### config.mk
export PLATFORM = sky130hd
export DESIGN_NAME = mix_columns_engine
export DESIGN_NICKNAME = d
export VERILOG_FILES = /design/src/rtl/mix_columns_engine.sv
export SDC_FILE = /design/constraint.sdc
export NUM_CORES = 1
export LEC_CHECK = 0
export CAP_MARGIN = 5
export CELL_PAD_IN_SITES_DETAIL_PLACEMENT = 1
export CELL_PAD_IN_SITES_GLOBAL_PLACEMENT = 1
export CORE_ASPECT_RATIO = 0.75
export CORE_MARGIN = 4
export CORE_UTILIZATION = 38
export DETAILED_ROUTE_END_ITERATION = 10
export GPL_TIMING_DRIVEN = 1
export PLACE_DENSITY = 0.83
export SLEW_MARGIN = 30
export SYNTH_ARGS = -nofsm -noshare
export SYNTH_HDL_FRONTEND = slang
export SYNTH_SLANG_ARGS = --single-unit
### constraint.sdc
create_clock -name clk -period 3.6 [get_ports clk]
set_input_delay 0.54 -clock clk [delete_from_list [all_inputs] [get_ports clk]]
set_output_delay 0.54 -clock clk [all_outputs]
set_load 0.02 [all_outputs]
### src/rtl/mix_columns_engine.sv
// Sequential AES MixColumns/InvMixColumns engine: valid/ready in, column-serial transform, valid/ready out.
// Optional inverse datapath compiled in when MIX_COLUMNS_INV_EN is defined.
module mix_columns_engine #(
  parameter int COLS_PER_CYCLE = 1
) (
  input  logic         clk,
  input  logic         rst,
  input  logic         in_valid,
  output logic         in_ready,
  input  logic         inv,
  input  logic [127:0] state_in,
  output logic         out_valid,
  input  logic         out_ready,
  output logic [127:0] state_out
);

  generate
    if (!(COLS_PER_CYCLE == 1 || COLS_PER_CYCLE == 2 || COLS_PER_CYCLE == 4)) begin : g_bad_cols
      $error("mix_columns_engine: COLS_PER_CYCLE must be 1, 2 or 4");
    end
  endgenerate

  typedef enum logic [1:0] {S_IDLE, S_BUSY, S_DONE} state_t;

  state_t       r_state;
  state_t       w_state_next;
  logic [127:0] r_work;
  logic [127:0] w_work_next;
  logic [1:0]   r_cnt;
  logic [2:0]   w_cnt_sum;
  logic         w_last;
  logic         w_accept;

  function automatic logic [7:0] xtime(input logic [7:0] b);
    return {b[6:0], 1'b0} ^ (b[7] ? 8'h1b : 8'h00);
  endfunction

  function automatic logic [31:0] fwd_col(input logic [31:0] c);
    logic [7:0] a [4];
    logic [7:0] x [4];
    logic [31:0] r;
    for (int i = 0; i < 4; i++) begin
      a[i] = c[31-8*i -: 8];
      x[i] = xtime(a[i]);
    end
    r = '0;
    for (int i = 0; i < 4; i++) begin
      r[31-8*i -: 8] = x[i] ^ x[(i+1)%4] ^ a[(i+1)%4] ^ a[(i+2)%4] ^ a[(i+3)%4];
    end
    return r;
  endfunction

`ifdef MIX_COLUMNS_INV_EN
  function automatic logic [31:0] inv_col(input logic [31:0] c);
    logic [7:0] a [4];
    logic [7:0] m9 [4];
    logic [7:0] mb [4];
    logic [7:0] md [4];
    logic [7:0] me [4];
    logic [7:0] x2, x4, x8;
    logic [31:0] r;
    for (int i = 0; i < 4; i++) begin
      a[i]  = c[31-8*i -: 8];
      x2    = xtime(a[i]);
      x4    = xtime(x2);
      x8    = xtime(x4);
      m9[i] = x8 ^ a[i];
      mb[i] = x8 ^ x2 ^ a[i];
      md[i] = x8 ^ x4 ^ a[i];
      me[i] = x8 ^ x4 ^ x2;
    end
    r = '0;
    for (int i = 0; i < 4; i++) begin
      r[31-8*i -: 8] = me[i] ^ mb[(i+1)%4] ^ md[(i+2)%4] ^ m9[(i+3)%4];
    end
    return r;
  endfunction

  logic r_inv;

  always_ff @(posedge clk) begin
    if (rst) begin
      r_inv <= 1'b0;
    end else if (w_accept) begin
      r_inv <= inv;
    end
  end
`else
  logic w_unused_inv;
  assign w_unused_inv = inv;
`endif

  // One mixer per column slot; slot gi works on column r_cnt + gi.
  logic [1:0]  w_col_idx [COLS_PER_CYCLE];
  logic [31:0] w_col_in  [COLS_PER_CYCLE];
  logic [31:0] w_col_out [COLS_PER_CYCLE];

  genvar gi;
  generate
    for (gi = 0; gi < COLS_PER_CYCLE; gi++) begin : g_mix
      assign w_col_idx[gi] = r_cnt + 2'(gi);
      assign w_col_in[gi]  = r_work[7'd127 - {w_col_idx[gi], 5'd0} -: 32];
`ifdef MIX_COLUMNS_INV_EN
      assign w_col_out[gi] = r_inv ? inv_col(w_col_in[gi]) : fwd_col(w_col_in[gi]);
`else
      assign w_col_out[gi] = fwd_col(w_col_in[gi]);
`endif
    end
  endgenerate

  assign w_cnt_sum = {1'b0, r_cnt} + 3'(COLS_PER_CYCLE);
  assign w_last    = w_cnt_sum[2];
  assign w_accept  = in_valid && in_ready;

  always_ff @(posedge clk) begin
    if (rst) begin
      r_state <= S_IDLE;
    end else begin
      r_state <= w_state_next;
    end
  end

  always_comb begin
    w_state_next = r_state;
    case (r_state)
      S_IDLE:  if (in_valid) w_state_next = S_BUSY;
      S_BUSY:  if (w_last) w_state_next = S_DONE;
      S_DONE:  if (out_ready) w_state_next = S_IDLE;
      default: w_state_next = S_IDLE;
    endcase
  end

  always_comb begin
    in_ready  = (r_state == S_IDLE) && !rst;
    out_valid = (r_state == S_DONE);
    state_out = (r_state == S_DONE) ? r_work : 128'h0;
  end

  always_comb begin
    w_work_next = r_work;
    if (w_accept) begin
      w_work_next = state_in;
    end else if (r_state == S_BUSY) begin
      for (int k = 0; k < COLS_PER_CYCLE; k++) begin
        w_work_next[7'd127 - {w_col_idx[k], 5'd0} -: 32] = w_col_out[k];
      end
    end
  end

  always_ff @(posedge clk) begin
    if (rst) begin
      r_work <= 128'h0;
      r_cnt  <= 2'd0;
    end else begin
      r_work <= w_work_next;
      if (w_accept) begin
        r_cnt <= 2'd0;
      end else if (r_state == S_BUSY) begin
        r_cnt <= w_cnt_sum[1:0];
      end
    end
  end

endmodule

======== Word level (Yosys, flattened, before mapping) ========
Index checks and enable logic that the tools add are counted.
storage, ports and cells
  register bits after elaboration ......... 132
  output and inout port bits .............. 130
  bits of input ports ..................... 133
operators by class
  add/subtract/negate cells ............... 3
  mux-type cells .......................... 12
  reduce and logical (&&, ||, !) cells .... 7
  bitwise operators ....................... 20
  equality and inequality tests ........... 5
  shift-type cells ........................ 3
operators with widths
  cell                                                                       number
  128-bit 2-to-1 mux                                                         3
  32-bit by 9-bit variable shift with 159-bit output (first input constant)  1
  159-bit by 8-bit indexed part select with 32-bit output                    1
  32-bit by 9-bit indexed part select with 159-bit output                    1
  128-bit bitwise mux                                                        1
  8-bit bitwise XOR                                                          16
  8-bit by 5-bit bitwise XOR with 8-bit output                               4
  5-bit 2-to-1 mux                                                           4
  7-bit negator with 9-bit output                                            1
  7-bit subtractor (first input constant)                                    1
  2-bit 2-to-1 mux                                                           3
  2-bit one-hot mux with 3 select lines                                      1
  2-bit inequality test (second input constant)                              2
  2-bit by 1-bit adder with 3-bit output (second input constant)             1
  3-bit AND reduction                                                        1
  2-bit by 1-bit equality test with 1-bit output (second input constant)     1
  2-bit equality test (second input constant)                                1
  1-bit logical AND                                                          2
  2-bit zero test                                                            1
  2-bit by 1-bit inequality test with 1-bit output (second input constant)   1
  2-bit nonzero test                                                         1
  2-bit OR reduction                                                         1
  1-bit zero test                                                            1

======== Longest topological paths before layout ========
  depth in word-level cells ............... 12
  gate-level depth with buffers ........... 9

======== Least setup slack after synthesis ========
No wires, ideal clock.
  path type ............................... register to register
  start point ............................. reg r_cnt[1]
  end point ............................... reg r_work[101]
  cell stages (with the launch flop) ...... 7
  buffers on the path ..................... 2
  setup time .............................. 0.076 ns
  setup slack ............................. 1.400 ns
  data arrival time ....................... 2.125 ns
  period minus slack after synthesis ...... 2.200 ns
  cells stage by stage .................... dfxtp_1 -> buf_6 -> buf_8 -> mux4_2 -> xor2_1 -> xor3_1 -> o22ai_1
on the way
  cells in the longest elaborated chain, start to end .. 12
ends and longest elaborated chain
  item                                                     RTL line  source
  from (decl)                                              29        logic [1:0] r_cnt;
  from (signal assigned)                                   159       r_cnt <= w_cnt_sum[1:0];
  7-bit subtractor (*)                                     102, 145
  159-bit by 8-bit indexed part select with 32-bit output  102       assign w_col_in[gi] = r_work[7'd127 - {w_col_idx[gi], 5'd0} -: 32];
  5-bit 2-to-1 mux                                         35        return {b[6:0], 1'b0} ^ (b[7] ? 8'h1b : 8'h00);
  8-bit by 5-bit bitwise XOR with 8-bit output             35
  8-bit bitwise XOR (4 in series)                          48        r[31-8*i -: 8] = x[i] ^ x[(i+1)%4] ^ a[(i+1)%4] ^ a[(i+2)%4] ^ a[(i+3)%4];
  32-bit by 9-bit indexed part select with 159-bit output  145       w_work_next[7'd127 - {w_col_idx[k], 5'd0} -: 32] = w_col_out[k];
  128-bit bitwise mux (*)                                  145
  128-bit 2-to-1 mux (*)                                   143       end else if (r_state == S_BUSY) begin
  128-bit 2-to-1 mux (*)                                   141       if (w_accept) begin
  to (signal assigned)                                     155       r_work <= w_work_next;
  to (decl)                                                27        logic [127:0] r_work;
Mark *: on every way between the ends. The rest lies on a longest branch, timed or not. The select of a mux whose other input is x is not followed.
A chain may end at the register's enable or synchronous reset.

======== Final worst setup path ========
  start point ............................. reg r_cnt[0]
  end point ............................... reg r_work[20]
Same word-level chain as after synthesis.

==> impl_results.md <==
* Yosys warnings at 0
* Area delta synth->final at 43.0%
* Initial antenna violation count at 0
* Die area at around 0.023 sq mm
* Post-CTS Setup Inserts at 0
* Reg2reg start: r_cnt[0]
* Fin nets at around 1100
* Clock root cell: clkbuf_16
* Slew Limit Headroom at a little over a third
* Net Switching at between 2 and 2.5 mW
* Largest net degree at the start of global routing at 100
* Pint at around 3.9 mW
* RSZ-0062 raised after global routing: false
* Clock Latency Late Sink at 430 ps
* Crit path max fanout at 21
* Met1 Use GR at approximately 37%
* Via density per instance at 5.95
* Post-CTS Hold Buffers at 0
* Max Clk Rate at between 300 and 400 MHz
* H-Tree Depth at 4
* Total CTS buffers at 17
* Post-cts resize count at 0
* Port Buffers at 261
* First-pass GRT wire length at a little under 50 mm
* Synth top area share at between 30% and 40%
* Synthesized flop and latch total at 132
* Startpoint types: register
* Number of clock sinks at ~130
* Core Area at slightly above 0.02 sq mm
* Leakage at between 4 and 5 nW
* Ant diodes at 0
* Worst Setup End Kind: register
* Layout cells sized above 1 at approximately 10%
* Count of final max-slew check failures at 0
* CP startpoint: r_cnt[0]
* Initial drt markers at 728
* Final hold violation count at 0
* Setup Skew at about 9.7 ps
* Final GP Congestion at roughly 0.86
* Synth area leader: dfxtp_1
* Post-Route Utilization at between 50 and 60%
* Maximum VDD drop at between 0.3 and 0.4 mV
* Effective utilization at floorplan at 39.0%
* Die W at between 150 and 200 um
* Max clock buf depth at 2
* Post-Syn Instances at 739
* Register Area at around 0.0026 sq mm
* Final wirelength at between 30 and 40 mm
* Routing usage on met2 at a little over two fifths
* Synthesized net count at a little under 900
* Pwr dens at ~530 mW/mm^2
* Top post-synthesis cells by area: dfxtp_1, a22oi_1, and2_1
* Worst slew pin tran at just under 1000 ps
* Worst Path Required at between 3000 and 4000 ps
* Worst hold path type: reg -> reg
* Syn Area/Cell at around 11 sq um
* Vias in the first global route at roughly 7800
* Status: complete, no violations
* Hpwl dp at 22.7 mm
* Setup TNS at 0 ps
* Min Hold Slack at ~570 ps
* CTS tree: yes
* Final setup vio count at 0
* Drt first pass iters at 5
* Sw Ratio at between 30% and 40%
* Gr ovfl total at 0
* Register share of total power at 28.5%
* Hold_sp: r_work[110]
* Crit Path Category: reg -> reg
* GRT met3 Usage at 8.28%
* WL/cell at 25.8 um
* Multi-input logic area at 0.00498 sq mm
* Vert. Die Dim at approximately 130 um
* Count of different cell masters after synthesis at 33
* Critical path data arrival time at 3370 ps
* Tot GR Track Use at a little over a quarter
* FILL cells at around 2200
* Fin crit share at 84.6%
* Io pins at approximately 260
* Drt drc at 0
* Final min period at slightly above 3000 ps
* Num rows at 45
* GRT busiest layer: met2
* Clock power frac at 30.3%
* Max Cap Viol at 0
* Clock-pin slew of the registers on the worst-case setup and hold paths at 60 ps
* Cell area after synthesis at 0.00796 sq mm
* Register area share after synthesis at 33.2%
* Gate power share at 41.2%
* Post-DRT Antenna Nets at 0
* Total number of vias at ~7500
kinds of logic (layout without fill, tap and decap cells):
kind of cell	count (synthesis)	in the layout	synth area share [%]
AOI/OAI and AO/OA	265	265	22.9
xor gates and xnor gates	74	74	18.2
adders and majority gates	4	4	0.629
buffers and inverters	82	314	4.51
DFF	132	132	33.2
muxes	32	32	9.15
and+or+nand+nor	150	150	11.4
final cells by class:
| cell class | instances | area share [%] |
|---|---|---|
| Clock inverter | 12 | 1.37 |
| Timing Repair Buffer | 278 | 24.5 |
| Inverter | 4 | 0.132 |
| Clock buffer | 20 | 3.92 |
| Sequential cell | 132 | 23.2 |
| Multi-Input combinational cell | 525 | 43.8 |
| Tap cell | 282 | 3.10 |
power by group through the flow:
stage | logic [mW] | registers (mW) | clock network (mW)
3_3_place_gp | 2.39 | 1.72 | 0
5_1_grt | 2.59 | 1.72 | 1.90
2_1_floorplan | 1.71 | 1.68 | 0
3_5_place_dp | 2.42 | 1.73 | 0
4_1_cts | 2.45 | 1.70 | 1.83
6_report | 2.47 | 1.71 | 1.81
per-stage QoR:
stage	instances	setup WS [ps]	cell area [sq um]	power, mW
6_report	1253	555	11400	5.99
2_1_floorplan	739	1400	7960	3.38
5_1_grt	1253	425	11400	6.20
4_1_cts	1253	566	11400	5.98
3_5_place_dp	1221	677	10800	4.15
3_3_place_gp	1221	757	10800	4.12
cells in the final DEF, fill, tap and decap left out, drive strengths merged, types with 2 or more instances in the layout:
master and instances:
bufinv 3, o22ai 128, a21oi 2, nor3 4, and2 128, clkdlybuf4s50 260
mux4 32, xor2 6, inv 4, dfxtp 132, clkinv 8, xnor2 24
buf 18, nand2b 3, a21o 4, nand2 4, xnor3 30, xor3 14
nand3 4, ha 4, nor2 5, a22oi 128, clkbuf 20
worst max-delay path, stage by stage (launching register included):
cell     delay [ps]
dfxtp_2         650
buf_4           430
mux4_2          540
xor2_1          410
xnor3_1         610
o22ai_1         280
registers in the layout (all words and copies together) (netlist names):
name / flops
r_state: 2
r_cnt: 2
r_work: 128
final timing paths:
path              slack (ps)     endpoint  depth (start not counted)
hold / removal           570  r_work[110]                          2
setup / recovery         550   r_work[20]                          5
hold reg to reg          570  r_work[110]                          2
setup reg to reg         550   r_work[20]                          5
metal layers:
| layer | up-vias | share of wire [%] |
|---|---|---|
| li1 | 3283 | - |
| met2 | 368 | 46 |
| met4 | 0 | 1.6 |
| met3 | 35 | 9.0 |
| met1 | 3775 | 44 |
| met5 | - | 0 |
Yosys cell counts:
| cell | count |
|---|---|
| mux4_2 | 30 |
| xnor2_2 | 5 |
| nand2_1 | 4 |
| ha_1 | 4 |
| a21o_1 | 4 |
| inv_1 | 4 |
| nand3_1 | 4 |
| buf_8 | 1 |
| buf_4 | 1 |
| a21oi_1 | 2 |
| buf_6 | 2 |
| dfxtp_1 | 132 |
| xor3_1 | 14 |
| xnor2_1 | 12 |
| o21bai_1 | 1 |
| xnor2_4 | 7 |
| nor2_1 | 5 |
| xor2_1 | 5 |
| nor3_1 | 4 |
| mux4_1 | 2 |
| buf_2 | 4 |
| a211oi_1 | 1 |
| xnor3_1 | 30 |
| nor2b_1 | 1 |
| a22oi_1 | 128 |
| a2bb2oi_1 | 1 |
| or3b_2 | 1 |
| nand2b_1 | 3 |
| buf_12 | 1 |
| o22ai_1 | 128 |
| xor2_2 | 1 |
| clkbuf_1 | 69 |
| and2_1 | 128 |
Note: power is estimated with default switching activity, not from simulation.
